File: src/rtl/rom_port_arbiter.sv
// Single-port program SRAM arbiter: CPU byte fetch vs. Wishbone word access, one access in flight.
// Define ROM_FETCH_CACHE_EN to add a one-word fetch buffer in front of the CPU path.
module rom_port_arbiter #(
  parameter int ADDR_W        = 9,
  parameter int WB_STARVE_MAX = 4
) (
  input  logic              wb_clk_i,
  input  logic              wb_rst_i,
  input  logic              cpu_req,
  input  logic [ADDR_W+1:0] cpu_addr,
  output logic [7:0]        cpu_data,
  output logic              cpu_valid,
  input  logic              wbs_sel,
  input  logic              wbs_cyc_i,
  input  logic              wbs_stb_i,
  input  logic              wbs_we_i,
  input  logic [ADDR_W-1:0] wbs_adr_i,
  input  logic [31:0]       wbs_dat_i,
  output logic [31:0]       wbs_dat_o,
  output logic              wbs_ack_o,
  output logic              sram_csb,
  output logic              sram_web,
  output logic [ADDR_W-1:0] sram_addr,
  output logic [31:0]       sram_din,
  input  logic [31:0]       sram_dout
);
  localparam int CW = $clog2(WB_STARVE_MAX + 1);
  localparam logic [CW-1:0] STARVE_MAX = CW'(WB_STARVE_MAX);

  typedef enum logic [1:0] {IDLE, ACCESS, CAPTURE, RESP} state_t;

  state_t            state, state_nx;
  logic              sel_wb, we_q;
  logic [ADDR_W-1:0] addr_q;
  logic [31:0]       din_q;
  logic [1:0]        lane_q;
  logic [CW-1:0]     starve_cnt;
  logic              wb_pend, grant_wb, grant_cpu, hit;
  logic [7:0]        hit_byte;

  function automatic logic [7:0] lane_byte(input logic [31:0] w, input logic [1:0] l);
    case (l)
      2'd0:    return w[7:0];
      2'd1:    return w[15:8];
      2'd2:    return w[23:16];
      default: return w[31:24];
    endcase
  endfunction

  assign wb_pend   = wbs_cyc_i & wbs_stb_i & wbs_sel;
  assign grant_wb  = (state == IDLE) && wb_pend && (!cpu_req || starve_cnt == STARVE_MAX);
  assign grant_cpu = (state == IDLE) && cpu_req && !grant_wb;

`ifdef ROM_FETCH_CACHE_EN
  logic [31:0]       buf_data;
  logic [ADDR_W-1:0] buf_tag;
  logic              buf_vld;

  assign hit      = grant_cpu && buf_vld && (buf_tag == cpu_addr[ADDR_W+1:2]);
  assign hit_byte = lane_byte(buf_data, cpu_addr[1:0]);

  always_ff @(posedge wb_clk_i) begin
    if (wb_rst_i) begin
      buf_vld  <= 1'b0;
      buf_tag  <= '0;
      buf_data <= '0;
    end else if (state == CAPTURE && !sel_wb) begin
      buf_vld  <= 1'b1;
      buf_tag  <= addr_q;
      buf_data <= sram_dout;
    end else if (grant_wb && wbs_we_i && buf_vld && buf_tag == wbs_adr_i) begin
      buf_vld  <= 1'b0;
    end
  end
`else
  assign hit      = 1'b0;
  assign hit_byte = 8'h00;
`endif

  always_comb begin
    state_nx  = state;
    cpu_valid = 1'b0;
    wbs_ack_o = 1'b0;
    sram_csb  = 1'b1;
    sram_web  = 1'b1;
    case (state)
      IDLE:    if (grant_wb || grant_cpu) state_nx = hit ? RESP : ACCESS;
      ACCESS: begin
        state_nx = CAPTURE;
        sram_csb = 1'b0;
        sram_web = ~we_q;
      end
      CAPTURE: state_nx = RESP;
      RESP: begin
        state_nx  = IDLE;
        cpu_valid = ~sel_wb;
        wbs_ack_o = sel_wb;
      end
      default: state_nx = IDLE;
    endcase
  end

  assign sram_addr = addr_q;
  assign sram_din  = din_q;

  always_ff @(posedge wb_clk_i) begin
    if (wb_rst_i) begin
      state      <= IDLE;
      sel_wb     <= 1'b0;
      we_q       <= 1'b0;
      addr_q     <= '0;
      din_q      <= '0;
      lane_q     <= '0;
      starve_cnt <= '0;
      cpu_data   <= '0;
      wbs_dat_o  <= '0;
    end else begin
      state <= state_nx;
      if (grant_wb) begin
        sel_wb <= 1'b1;
        we_q   <= wbs_we_i;
        addr_q <= wbs_adr_i;
        din_q  <= wbs_dat_i;
      end else if (grant_cpu) begin
        sel_wb <= 1'b0;
        we_q   <= 1'b0;
        lane_q <= cpu_addr[1:0];
        if (!hit) addr_q <= cpu_addr[ADDR_W+1:2];
      end
      if (hit) cpu_data <= hit_byte;
      if (state == CAPTURE && !we_q) begin
        if (sel_wb) wbs_dat_o <= sram_dout;
        else        cpu_data  <= lane_byte(sram_dout, lane_q);
      end
      // Buffer hits do not consume the SRAM, so they do not count against Wishbone.
      if (state == IDLE) begin
        if (!wb_pend || grant_wb)
          starve_cnt <= '0;
        else if (grant_cpu && !hit && starve_cnt != STARVE_MAX)
          starve_cnt <= starve_cnt + 1'b1;
      end
    end
  end
endmodule

File: config.mk
export PLATFORM = sky130hd
export DESIGN_NAME = rom_port_arbiter
export DESIGN_NICKNAME = d
export VERILOG_FILES = /design/src/rtl/rom_port_arbiter.sv
export SDC_FILE = /design/constraint.sdc
export NUM_CORES = 1
export LEC_CHECK = 0
export BUFFER_PORTS_ARGS = -buffer_cell sky130_fd_sc_hd__buf_2
export CAP_MARGIN = 10
export CORE_ASPECT_RATIO = 1.1
export CORE_MARGIN = 1.5
export CORE_UTILIZATION = 43
export CTS_CLUSTER_SIZE = 20
export DETAILED_ROUTE_END_ITERATION = 16
export HOLD_SLACK_MARGIN = 0.1
export PLACE_DENSITY_LB_ADDON = 0.25
export SETUP_SLACK_MARGIN = 0.02
export SKIP_LAST_GASP = 1
export SYNTH_ARGS = -nofsm -noshare
export SYNTH_HDL_FRONTEND = slang
export SYNTH_SLANG_ARGS = --single-unit
File: constraint.sdc
create_clock -name wb_clk_i -period 3.75 [get_ports wb_clk_i]
set_clock_uncertainty 0.05 [all_clocks]
set_input_delay 0.1875 -clock wb_clk_i [delete_from_list [all_inputs] [get_ports wb_clk_i]]
set_output_delay 0.1875 -clock wb_clk_i [all_outputs]
set_load 0.02 [all_outputs]
After elaboration in Yosys (flattened, before gate mapping) --
Cells that the tools add are included.
Word-level totals: register bits 90, output and inout bits 85, bits of input ports 91, logic and storage cells 58
Cells by class: equal/unequal tests 8, bitwise logic cells 5, multiplexer cells 14, $add $sub $neg 1, reduce and logical (&&, ||, !) cells 21
Operators with widths (number):
- $pmux 8 s3 | 1
- $mux 9 | 2
- $pmux 2 s4 | 1
- $reduce_and 2->1 | 4
- $mux 1 | 7
- $eq 2x2->1 const B | 3
- $logic_and 1x1->1 | 6
- $mux 3 | 2
- $eq 2x1->1 const B | 2
- $logic_not 1->1 | 4
- $logic_not 2->1 | 2
- $reduce_bool 2->1 | 2
- $add 3x1->3 const B | 1
- $eq 3x3->1 const B | 1
- $logic_or 1x1->1 | 3
- $ne 3x3->1 const B | 1
- $not 1->1 | 3
- $and 1x1->1 | 2
- $mux 2 | 1
- $ne 2x1->1 const B | 1

Longest topological paths before layout --
depth in word-level cells 9, depth in mapped cells 7, mapped depth without buffers 5

Worst setup path before layout --
No wires, ideal clock.
path type register -> register, start register state[0], end register addr_q[5], in the netlist sram_addr[5], library setup time 0.091 ns, arrival time 1.442 ns, clock period less this slack 1.583 ns, cell stages (with the launch flop) 8, path slack 2.167 ns, required time 3.609 ns, cell sequence dfxtp_1 inv_1 ha_1 inv_1 buf_2 buf_1 nor4_1 a311oi_1
Between the ends: longest elaborated chain between the ends 6, elaborated cells on any way between the ends 8, those cells by class mux (1); reduce/logical (7)
RTL lines:
- from (decl) | line 32 | state_t state, state_nx;
- from (signal assigned) | line 118 | state <= state_nx;
- $logic_not 2->1 (*) | line 51, 52
- $logic_and 1x1->1 (2 in a row) | line 51 | assign grant_wb = (state == IDLE) && wb_pend && (!cpu_req || starve_cnt == STARVE_MAX);
- $logic_not 1->1 | line 52 | assign grant_cpu = (state == IDLE) && cpu_req && !grant_wb;
- $logic_and 1x1->1 | line 52
- $reduce_bool 2->1 (no source line)
- to (signal assigned) | line 122 | addr_q <= wbs_adr_i;
- to (signal assigned) | line 128 | if (!hit) addr_q <= cpu_addr[ADDR_W+1:2];
- to (decl) | line 34 | logic [ADDR_W-1:0] addr_q;
Every way passes the cells marked *; elsewhere a longest branch is shown, timed or not. A chain may end at the register's enable or synchronous reset.

Final worst setup path --
start register state[0], end register lane_q[1]
Between the ends: longest elaborated chain between the ends 6, elaborated cells on any way between the ends 8, those cells by class bitwise (1); reduce/logical (7)
RTL lines:
- $logic_not 2->1 (*) | line 51, 52
- $logic_and 1x1->1 (2 in a row) | line 51
- $logic_not 1->1 | line 52
- $logic_and 1x1->1 | line 52
- $reduce_and 2->1 (no source line) (*)
- to (signal assigned) | line 127 | lane_q <= cpu_addr[1:0];
- to (decl) | line 36 | logic [1:0] lane_q;
Marks and branches as above.

==> results_dict.tcl <==
set metrics [dict create \
    pwr-share-clk_pct 24.7 \
    gp_congestion 0.835 \
    cts-buffers-inserted 9 \
    cts_tree "built" \
    synth_seq_area_share_pct 45.9 \
    row_count 36 \
    die_w_um 94.1 \
    synth-seq-cells 90 \
    clock-root-buffer "clkbuf_8" \
    via_count 4375 \
    max_slew_margin_pct 28.4 \
    netlist_instances 455 \
    rsz0062_at_grt "no" \
    outcome "complete, no violations" \
    firstDrtPassIters 5 \
    crit_required_ns 3.99 \
    pwr-share-comb_pct 33.5 \
    crit_arrival_ns 2.42 \
    ys_types 38 \
    placed_cell_area_um2 4780 \
    syn-num-nets 553 \
    max_freq_mhz 458 \
    fin_setup_tns_ns 0 \
    fin_crit_ns 2.18 \
    end_kind "flop" \
    portBuffers 175 \
    ant_nets 0 \
    switching_share_pct 36.6 \
    grt_usage_pct 25.3 \
    area_growth_pct 46.8 \
    cts.sinks 90 \
    wl_per_cell_um 16.1 \
    cts_resized 0 \
    setup_violations 0 \
    path_clk_slew_ns 0.08 \
    die_area_um2 9700 \
    final_layout_size_suffix_gt1_share_pct 30.9 \
    max_stage_delay_ns 0.44 \
    grt_pass1_wl_mm 19.2 \
    grt_max_degree 53 \
    p_total_mw 2.61 \
    drc 0 \
    avgViaCountPerCell 5.51 \
    seq_area_um2 1800 \
    post-place-ws_ns 1.55 \
    cp_slowest_cell "buf_4" \
    peakVddDrop_mv 0.355 \
    insertion_delay_ns 0.35 \
    p_leak_nw 2.41 \
    fillers 731 \
    h-tree-depth 3 \
    path_max_fanout 47 \
    max_slew.worst_pin.slew_ns 1.07 \
    drt_iter0_markers 263 \
    start_util_pct 44.2 \
    switching_power_mw 0.956 \
    multi_input_comb_area_um2 1880 \
    ios 176 \
    period_share_pct 58.3 \
    internal-power_mw 1.66 \
    yosysWarnings 0 \
    final_nets 774 \
    min_path_type "input pin to flop" \
    p_per_area_nw_per_um2 454 \
    maxCapViolations 0 \
    antenna_found_initial 0 \
    critPathLaunchType "flop" \
    diodes 0 \
    synth_area_per_cell_um2 8.62 \
    grt_pass1_vias 4016 \
    die_h_um 103 \
    final_cell_area_um2 5760 \
    hpwlAfterDp_mm 7.62 \
    routed_wl_mm 12.8 \
    setup_ws_ns 1.57 \
    cts_buffer_depth 2 \
    p_seq_share_pct 41.8 \
    coreArea_um2 8870 \
    finalMaxSlewViolations 0 \
    netlist_area_um2 3920 \
    finalHoldViolations 0 \
    grt_overflow 0 \
    worstPathCellList "inv_1 -> ha_2 -> buf_4 -> nand2_1 -> a31oi_2 -> mux2i_1" \
    crit_type "flop to flop" \
]
## what timing repair did
item,in CTS,in global routing
hold buffers,76,0
endpoints found under the hold margin,76,0
setup endpoints to repair,0,0
buffers inserted,0,0
## routing by layer
layer	vias to the layer above	wire, µm	global-route usage, %
met5	-	0	0
met4	0	320	10.4
met3	28	847	5.24
met2	203	6300	41.0
met1	2050	5330	33.0
li1	2094	-	-
## logic make-up (layout without fill, tap and decap cells)
family,Yosys count,in the layout,share of synthesized area (%)
AND/OR/NAND/NOR,164,164,20.2
buffers and inverters,56,281,6.09
multiplexers,10,10,5.11
flip-flops,90,90,45.9
adder cells (fa/ha/maj),7,7,2.23
AO/OA/AOI/OAI,128,128,20.4
## power by group through the flow
stage               combinational (mW)  sequential (mW)  clock [mW]
floorplan                        0.516             1.16           0
global placement                 0.780             1.11           0
detailed placement               0.800             1.11           0
CTS                              0.865             1.09       0.660
global route                     0.940             1.10       0.705
finish                           0.876             1.09       0.645
## metrics by stage
step	hold WS, ns	std cells	util, %
floorplan	0.274	455	-
global placement	0.389	702	53.9
detailed placement	0.394	702	53.9
CTS	0.152	793	64.6
global route	0.180	794	64.9
finish	0.176	794	64.9
## final cells by class
type / instances / area share [%]
multi-input combinational: 309 / 32.7
sequential: 90 / 31.3
timing repair buffer: 259 / 29.8
clock buffer: 12 / 2.52
tap: 114 / 2.48
clock inverter: 3 / 0.696
inverter: 7 / 0.457
## worst max-delay path: cells and delay by family (launching register included)
family          cells  cell delay, ns
flops               1            0.35
mux                 1            0.20
simple gates        1            0.42
compound gates      1            0.34
buf+inv             2            0.56
fa+ha+maj           1            0.19
## synthesized netlist by cell type
cell type / number / share of area, %
a211oi_1: 1 / 0.19
a21bo_1: 1 / 0.26
a21boi_4: 1 / 0.48
a21oi_1: 77 / 9.8
a311oi_1: 9 / 2.0
a31oi_2: 1 / 0.32
and2_1: 1 / 0.16
and3_1: 1 / 0.16
and3b_1: 1 / 0.22
buf_1: 2 / 0.19
buf_2: 17 / 2.2
buf_4: 2 / 0.38
clkbuf_1: 28 / 2.7
dfxtp_1: 90 / 46
ha_1: 7 / 2.2
inv_1: 7 / 0.67
mux2i_1: 2 / 0.51
mux4_2: 8 / 4.6
nand2_1: 96 / 9.2
nand2b_1: 3 / 0.48
nand3_1: 10 / 1.3
nand3_2: 1 / 0.26
nand3b_1: 1 / 0.19
nand4_1: 33 / 5.3
nor2_1: 1 / 0.096
nor2b_1: 1 / 0.16
nor3_1: 1 / 0.13
nor3b_1: 1 / 0.19
nor3b_2: 1 / 0.32
nor4_1: 9 / 1.4
nor4bb_1: 1 / 0.26
o2111ai_1: 2 / 0.45
o21ai_0: 1 / 0.13
o221ai_1: 1 / 0.22
o311ai_0: 1 / 0.22
o31ai_1: 33 / 6.3
or3b_2: 1 / 0.22
or4_1: 1 / 0.19
## final timing paths
| check | start | end | slack [ns] | depth (start not counted) |
|---|---|---|---|---|
| worst max register to register | state[0] | lane_q[1] | 1.57 | 6 |
| worst max-delay path | state[0] | lane_q[1] | 1.57 | 6 |
| worst min-delay path | wbs_adr_i[1] | sram_addr[1] | 0.18 | 3 |
| worst min register to register | wbs_dat_o[15] | wbs_dat_o[15] | 0.40 | 2 |
## state kept, by name, indices dropped and copies added (netlist names)
| signal | flops |
|---|---|
| lane_q | 2 |
| sram_din | 32 |
| starve_cnt | 3 |
| wbs_dat_o | 32 |
| cpu_data | 8 |
| we_q | 1 |
| sram_addr | 9 |
| sel_wb | 1 |
| state | 2 |
## cell usage in the layout (no fill, tap or decap), types with 2 or more instances in the layout
cell / netlist / routed
a21oi_1: 77 / 77
a311oi_1: 9 / 9
buf_2: 17 / 175
buf_4: 2 / 7
clkbuf_1: 28 / 2
clkbuf_8: 0 / 10
clkinv_2: 0 / 2
dfxtp_1: 90 / 90
dlygate4sd3_1: 0 / 76
ha_1: 7 / 6
inv_1: 7 / 7
mux2i_1: 2 / 2
mux4_2: 8 / 8
nand2_1: 96 / 96
nand2b_1: 3 / 3
nand3_1: 10 / 10
nand4_1: 33 / 33
nor4_1: 9 / 9
o2111ai_1: 2 / 2
o31ai_1: 33 / 33
(Power assumes the default switching activity.)
